### config.mk
export PLATFORM = sky130hd
export DESIGN_NAME = ahb_interconnect
export DESIGN_NICKNAME = d
export VERILOG_FILES = /design/src/rtl/ahb_interconnect.sv
export SDC_FILE = /design/constraint.sdc
export NUM_CORES = 1
export LEC_CHECK = 0
export BUFFER_PORTS_ARGS = -buffer_cell sky130_fd_sc_hd__buf_2
export CAP_MARGIN = 10
export CORE_AREA = 2 2 88 90
export DETAILED_ROUTE_END_ITERATION = 8
export DIE_AREA = 0 0 90 92
export GPL_TIMING_DRIVEN = 0
export PLACE_DENSITY = 0.72
export SLEW_MARGIN = 25
export SYNTH_ARGS = -nofsm -noshare
export SYNTH_HDL_FRONTEND = slang
export SYNTH_SLANG_ARGS = --single-unit
### constraint.sdc
create_clock -name Clk -period 1.9 [get_ports Clk]
set_input_delay 0.19 -clock Clk [delete_from_list [all_inputs] [get_ports Clk]]
set_output_delay 0.19 -clock Clk [all_outputs]
set_load 0.01 [all_outputs]
### src/rtl/ahb_interconnect.sv
// rtl/ahb_interconnect.sv - AHB-Lite single-master interconnect with decoder, response mux, default slave and error counter
//
// Ports:
//   Clk, Rst        system clock, synchronous active-high reset
//   hAddr, hTrans   master address-phase signals
//   hRdata_s        packed slave read data, slave i at [i*DATA_W +: DATA_W]
//   hReadyout_s     per-slave HREADYOUT
//   hResp_s         per-slave HRESP (1 = ERROR)
//   hSel            one-hot slave select, decoded from hAddr only
//   hReady          muxed ready to the master, also broadcast to all slaves
//   hRdata, hResp   muxed read data and response to the master
//   err_clr         synchronous clear of err_cnt (wins over increment)
//   err_cnt         saturating count of completed ERROR responses

module ahb_interconnect #(
    parameter int NUM_SLAVES = 4,
    parameter int ADDR_W     = 32,
    parameter int DATA_W     = 32,
    parameter int BASE_SHIFT = 28,
    parameter int CNT_W      = 16
) (
    input  logic                         Clk,
    input  logic                         Rst,
    input  logic [ADDR_W-1:0]            hAddr,
    input  logic [1:0]                   hTrans,
    input  logic [NUM_SLAVES*DATA_W-1:0] hRdata_s,
    input  logic [NUM_SLAVES-1:0]        hReadyout_s,
    input  logic [NUM_SLAVES-1:0]        hResp_s,
    output logic [NUM_SLAVES-1:0]        hSel,
    output logic                         hReady,
    output logic [DATA_W-1:0]            hRdata,
    output logic                         hResp,
    input  logic                         err_clr,
    output logic [CNT_W-1:0]             err_cnt
);

    localparam int IDX_W  = ADDR_W - BASE_SHIFT;
    localparam int DSEL_W = $clog2(NUM_SLAVES + 1);
    localparam logic [DSEL_W-1:0] DEF_IDX = DSEL_W'(NUM_SLAVES);

    typedef enum logic [1:0] {IDLE, ERR1, ERR2} def_state_t;

    logic [IDX_W-1:0]  idx;
    logic [DSEL_W-1:0] dec_idx;
    logic [DSEL_W-1:0] dsel;
    logic              def_sel;
    logic              def_ready;
    logic              def_resp;
    logic              accept_def;
    def_state_t        state;

    // Address low bits and hTrans[0] play no part in decode.
    logic addr_unused;
    assign addr_unused = ^{hAddr[BASE_SHIFT-1:0], hTrans[0]};

    assign idx = hAddr[ADDR_W-1:BASE_SHIFT];

    // Region decode; any region without a mapped slave falls to the default slave.
    always_comb begin
        hSel    = '0;
        def_sel = 1'b1;
        dec_idx = DEF_IDX;
        for (int i = 0; i < NUM_SLAVES; i++) begin
            if (idx == IDX_W'(i)) begin
                hSel[i] = 1'b1;
                def_sel = 1'b0;
                dec_idx = DSEL_W'(i);
            end
        end
    end

    // Response mux steered by the data-phase owner.
    always_comb begin
        hRdata = '0;
        hReady = def_ready;
        hResp  = def_resp;
        for (int i = 0; i < NUM_SLAVES; i++) begin
            if (dsel == DSEL_W'(i)) begin
                hRdata = hRdata_s[i*DATA_W +: DATA_W];
                hReady = hReadyout_s[i];
                hResp  = hResp_s[i];
            end
        end
    end

    // Data-phase owner advances only when the current data phase completes.
    always_ff @(posedge Clk) begin
        if (Rst) begin
            dsel <= DEF_IDX;
        end else if (hReady) begin
            dsel <= dec_idx;
        end
    end

    // IDLE/BUSY to an unmapped region get a zero-wait OKAY; only NONSEQ/SEQ error out.
    assign accept_def = hReady && def_sel && hTrans[1];

    always_ff @(posedge Clk) begin
        if (Rst) begin
            state     <= IDLE;
            def_ready <= 1'b1;
            def_resp  <= 1'b0;
        end else begin
            case (state)
                ERR1: begin
                    state     <= ERR2;
                    def_ready <= 1'b1;
                    def_resp  <= 1'b1;
                end
                default: begin
                    // IDLE and ERR2 both accept the next transfer.
                    if (accept_def) begin
                        state     <= ERR1;
                        def_ready <= 1'b0;
                        def_resp  <= 1'b1;
                    end else begin
                        state     <= IDLE;
                        def_ready <= 1'b1;
                        def_resp  <= 1'b0;
                    end
                end
            endcase
        end
    end

    // An ERROR is counted on its completing (hReady high) cycle only.
    always_ff @(posedge Clk) begin
        if (Rst || err_clr) begin
            err_cnt <= '0;
        end else if (hReady && hResp && (err_cnt != {CNT_W{1'b1}})) begin
            err_cnt <= err_cnt + CNT_W'(1);
        end
    end

endmodule

# After elaboration in Yosys (flattened, before gate mapping)
# Cells that the tools add are included.
# word_totals
regBits	23
input_bits	173
out_inout_bits	54
word_cells	52
# op_classes
addsub	1
eq_ne	8
mux	29
reduce_logical	8
# op_table
cell	n
2-to-1 mux 32 bit	4
2-to-1 mux 1 bit	20
adder 16 x 1 -> 16 bit, second input constant	1
inequality test 16 bit, second input constant	1
2-to-1 mux 3 bit	4
== test 4 x 2 -> 1 bit, second input constant	2
== test 3 x 2 -> 1 bit, second input constant	2
== test 4 x 1 -> 1 bit, second input constant	1
logical AND 1 bit	4
zero test 4 bit	1
== test 3 x 1 -> 1 bit, second input constant	1
zero test 3 bit	1
== test 2 x 1 -> 1 bit, second input constant	1
2-to-1 mux 2 bit	1
OR reduction 2 bit	1
logical OR 1 bit	1

# Depth between registers and ports, before layout
# depth
word_depth	9
ltp_mapped	8
mapped_depth_nobuf	7

# Worst setup path after synthesis
# OpenSTA, ideal clock, no wires.
# synth_timing
path_kind	reg2reg
startpoint	register dsel[1]
endpoint	register err_cnt[12]
setup_time_ps	128
arrival_time_ps	1888
t_required_ps	1772
slack_ps	-115
path_stages_with_launch	8
path_buffers	1
synth_period_minus_slack_ps	2015
path_cell_list	dfxtp_1 -> or3b_1 -> a21boi_2 -> o31a_1 -> buf_2 -> or4b_1 -> xor2_1 -> nor2_1
# synth_via
elab_chain_cells	7
elab_cells_between_ends	14
cone_classes	eq/ne (3); mux (8); reduce/logical (3)
# synth_rtl
element	line_no	source
from (decl)	45	logic [DSEL_W-1:0] dsel;
from (signal assigned)	91	dsel <= dec_idx;
zero test 3 bit	78	if (dsel == DSEL_W'(i)) begin
2-to-1 mux 1 bit (3 in series)	78	
2-to-1 mux 1 bit *	78	
via hReady	30	output logic hReady,
logical AND 1 bit * (2 in series)	130	end else if (hReady && hResp && (err_cnt != {CNT_W{1'b1}})) begin
to (signal assigned)	131	err_cnt <= err_cnt + CNT_W'(1);
to (decl)	34	output logic [CNT_W-1:0] err_cnt
# The timed path passes the listed nets; every way through them passes the cells marked *.
# A chain may end at the register's enable or synchronous reset.

# Final worst setup path
# layout_timing
startpoint	register dsel[2]
endpoint	register err_cnt[11]
# layout_via
elab_chain_cells	7
elab_cells_between_ends	14
cone_classes	eq/ne (3); mux (8); reduce/logical (3)
# layout_rtl
element	line_no
zero test 3 bit	78
2-to-1 mux 1 bit (4 in series)	78
logical AND 1 bit * (2 in series)	130
# Mark *: on every way between the ends. The rest lies on a longest branch, timed or not.

==> PnR_summary.wiki <==
{| class="wikitable"
! Metric !! Value
|-
| Total of buffers placed on input and output ports || 196
|-
| Vias || 2802
|-
| Placed Cells incl. Taps || 516
|-
| Core footprint || 7450 µm²
|-
| Fraction of registers with async set or reset after synthesis || 0%
|-
| Final period demand of the worst path || 2.07 ns
|-
| Register share of total power || 28.1%
|-
| Cells traversed along the worst timing path || or3b_4, a21boi_4, o311ai_4, or2_4, buf_6, o41ai_1
|-
| Crit-path slowest cell || sky130_fd_sc_hd__or3b_4
|-
| Total net switching power || 0.600 mW
|-
| Type of the setup path with the least slack || flip-flop to flip-flop
|-
| Net count after synthesis || 392
|-
| Area leader, netlist || sky130_fd_sc_hd__mux4_2
|-
| Filler cell count in the final layout || 674
|-
| Final worst hold slack || 0.195 ns
|-
| Full die area || 8280 µm²
|-
| Total power per unit cell area || 443 nW/µm²
|-
| IO Count || 227
|-
| Hold_sp || hAddr[28]
|-
| Worst setup slack for register-to-register paths || -0.17 ns
|-
| Endpoint of the worst register-to-register path || err_cnt[11]
|-
| Run status || complete, but fails checks
|-
| R2R Path Start || dsel[2]
|-
| DR vias/cell || 5.10
|-
| Maximum clock insertion buffer count || 2
|-
| Cell area after synthesis || 2200 µm²
|-
| Final worst clock skew || 0.00786 ns
|-
| Clock-pin slew reported for the worst setup and hold paths after clock tree synthesis || 0.09 ns
|-
| Via count of the first global-routing pass || 2665
|-
| Routed wl met3 || 1150 µm
|-
| Unrepaired setup endpoints after global routing || yes
|-
| Top Metal Used || met5
|-
| Area grow syn2layout || 88.8%
|-
| Fraction of power spent switching nets || 32.6%
|-
| Clock share of power || 16.8%
|-
| Required time reported for the critical path endpoint || 2.04 ns
|-
| Number of DRC markers after the initial detailed-route iteration || 106
|-
| Share of the clock period used by the worst path || 109%
|-
| Worst Setup End Kind || flip-flop
|-
| Max FO, Critical Path || 10
|-
| Hold Crit Class || input port to flip-flop
|-
| Maximum number of pins on one net before global-route repair || 14
|-
| Total Power Consumption || 1.84 mW
|-
| Layout cell share with drive strength beyond 1 || 72.7%
|-
| Final Core Density || 55.8%
|-
| Met2 Routed Length || 4940 µm
|-
| Mean Syn Cell Area || 10.1 µm²
|-
| Routed length on met1 || 3540 µm
|-
| Max-cap violations || 0
|-
| Peak supply drop || 0.397 mV
|-
| TritonCTS Buffers || 3
|-
| Post-Layout Cell Count || 549
|-
| Setup violation total in the final timing report || 44
|-
| Row count || 32
|-
| Top cells by instance count after synthesis || sky130_fd_sc_hd__and2_1 (32), sky130_fd_sc_hd__mux4_2 (32), sky130_fd_sc_hd__dfxtp_1 (23), sky130_fd_sc_hd__nor2_1 (14), sky130_fd_sc_hd__clkbuf_1 (9)
|-
| Die Height || 92 µm
|-
| Transition time at the pin with the least slew margin || 0.478 ns
|-
| Routability cong. || 0.972
|-
| Ranking of synthesized cells by area || sky130_fd_sc_hd__mux4_2 (33%), sky130_fd_sc_hd__dfxtp_1 (21%), sky130_fd_sc_hd__and2_1 (9.1%)
|-
| Clock latency on the worst-skew pair || 0.27 ns
|-
| Width of the die || 90 µm
|-
| Setup Total Neg Slack || -3.26 ns
|-
| Cell depth of the worst flop-to-flop path || 6
|-
| Yosys synthesis warning count || 0
|-
| DRC violations left || 0
|-
| Data arrival time of the worst path || 2.21 ns
|-
| Max Transition Viols Final || 0
|-
| Initial core utilization || 29.5%
|-
| Post-synth EDFFs || 0
|-
| Endpoints failing hold || 0
|-
| Clock tree from TritonCTS || built
|-
| Detailed-router iteration count before antenna repair || 4
|-
| Detailed Place HPWL || 7540 µm
|-
| Final setup slack of the worst path || -0.167 ns
|-
| Number of sinks handled by clock tree synthesis || 23
|-
| Failing checks || setup timing
|-
| Average detailed-routed wire length per instance || 17.9 µm
|-
| Nature of the critical path startpoint || flip-flop
|-
| Endpoint with the worst hold slack || dsel[0]
|-
| Gate count after technology mapping || 218
|-
| Critical Path Max Stage Delay || 0.40 ns
|-
| Post-DRT Antenna Nets || 0
|-
| Area share of the largest cell type after synthesis || 32.8%
|-
| Proportion of power drawn by combinational gates || 55.1%
|-
| Layout net count || 619
|-
| CTS root buffer || sky130_fd_sc_hd__clkbuf_8
|-
| Total leakage power || 1.85 nW
|-
| FMAX || 484 MHz
|-
| Number of antenna violations at the first check in global routing || 8
|-
| Max_slew headroom || 68.2%
|-
| Total number of H-tree levels || 1
|-
| Register area share after synthesis || 20.9%
|-
| Routed Wire Length || 9830 µm
|-
| Global-route wire length before repair || 13900 µm
|-
| Count of state elements after synthesis || 23
|-
| Top FF cell, synth || sky130_fd_sc_hd__dfxtp_1
|-
| Number of unique standard cell types used by synthesis || 46
|-
| Internal power || 1.24 mW
|-
| Gr usage total || 21.1%
|-
| Cell depth of the worst hold path || 3
|-
| Global route total overflow || 0
|}
-- per-stage QoR --
| stage | instance area, µm² | worst slack, ns |
|---|---|---|
| detailed placement | 3320 | -0.223 |
| global route | 4150 | -0.203 |
| finish | 4150 | -0.167 |
| CTS | 3680 | -0.162 |
| global placement | 3320 | -0.225 |
| floorplan | 2210 | -0.0435 |
-- flip-flops by register name, summed over array words and instances (netlist names) --
| signal | cells |
|---|---|
| def_ready | 1 |
| dsel | 3 |
| state | 2 |
| def_resp | 1 |
| err_cnt | 16 |
-- repair_timing --
action	in CTS	in global routing
hold buffers	0	0
gates resized for setup	42	74
cloned	3	1
endpoints found under the hold margin	0	0
pin swaps	7	17
endpoints found under the setup margin	45	51
setup buffers	8	17
-- routing by layer --
layer / vias to the layer above / track usage (%)
met5: - / 0
met2: 153 / 35.7
met4: 10 / 4.62
li1: 1296 / -
met1: 1321 / 24.5
met3: 22 / 10.0
-- worst max-delay path, delay by kind of cell (launching register included) --
kind                   cells  cell delay [ns]
buffers and inverters      1             0.15
and+or+nand+nor            2             0.67
DFF                        1             0.37
AOI/OAI and AO/OA          3             0.74
-- power by group through the flow --
stage / clock network (mW) / logic, mW / registers (mW)
3_5_place_dp: 0 / 0.710 / 0.526
3_3_place_gp: 0 / 0.696 / 0.525
5_1_grt: 0.333 / 1.08 / 0.520
4_1_cts: 0.308 / 0.821 / 0.513
6_report: 0.308 / 1.02 / 0.517
2_1_floorplan: 0 / 0.415 / 0.523
-- area by class of cell --
class                   count  area [µm²]  share of cell area (%)
diodes                      3        7.51                   0.181
plain buffers              14         150                    3.62
clock buffers               3        41.3                   0.994
clock inverters             1        5.00                   0.121
inverters                   6        26.3                   0.633
multi-input cells         173        1850                    44.5
flip-flops and latches     23         475                    11.4
well taps                 102         128                    3.07
repair buffers            224        1470                    35.5
-- how the worst max path moves through the flow --
stage / cells after the start / start / to
6_report: 6 / dsel[2] / err_cnt[11]
3_5_place_dp: 8 / dsel[1] / err_cnt[4]
2_1_floorplan: 7 / dsel[2] / err_cnt[12]
3_3_place_gp: 8 / dsel[1] / err_cnt[1]
4_1_cts: 7 / dsel[2] / err_cnt[4]
5_1_grt: 7 / dsel[2] / err_cnt[4]
-- cells by family after synthesis --
family | count (synthesis) | share of synthesized area (%)
AOI/OAI and AO/OA | 25 | 9.27
xor gates and xnor gates | 8 | 3.19
adders and majority gates | 1 | 0.569
buffers and inverters | 22 | 4.44
DFF | 23 | 20.9
muxes | 34 | 33.7
and+or+nand+nor | 105 | 27.9
-- placed cells by master, fill, tap and decap left out, types with 5 or more instances in the layout --
cell type / Yosys / routed
sky130_fd_sc_hd__buf_2: 6 / 173
sky130_fd_sc_hd__mux4_2: 32 / 32
sky130_fd_sc_hd__buf_6: 1 / 31
sky130_fd_sc_hd__and2_4: 0 / 22
sky130_fd_sc_hd__dfxtp_1: 23 / 17
sky130_fd_sc_hd__buf_4: 0 / 15
sky130_fd_sc_hd__nor2_1: 14 / 14
sky130_fd_sc_hd__and2_1: 32 / 10
sky130_fd_sc_hd__nand2_1: 8 / 8
sky130_fd_sc_hd__nand3_1: 8 / 8
sky130_fd_sc_hd__buf_12: 0 / 7
sky130_fd_sc_hd__xnor2_1: 6 / 6
sky130_fd_sc_hd__clkbuf_1: 9 / 5
sky130_fd_sc_hd__inv_1: 6 / 5
(Power assumes the default switching activity.)
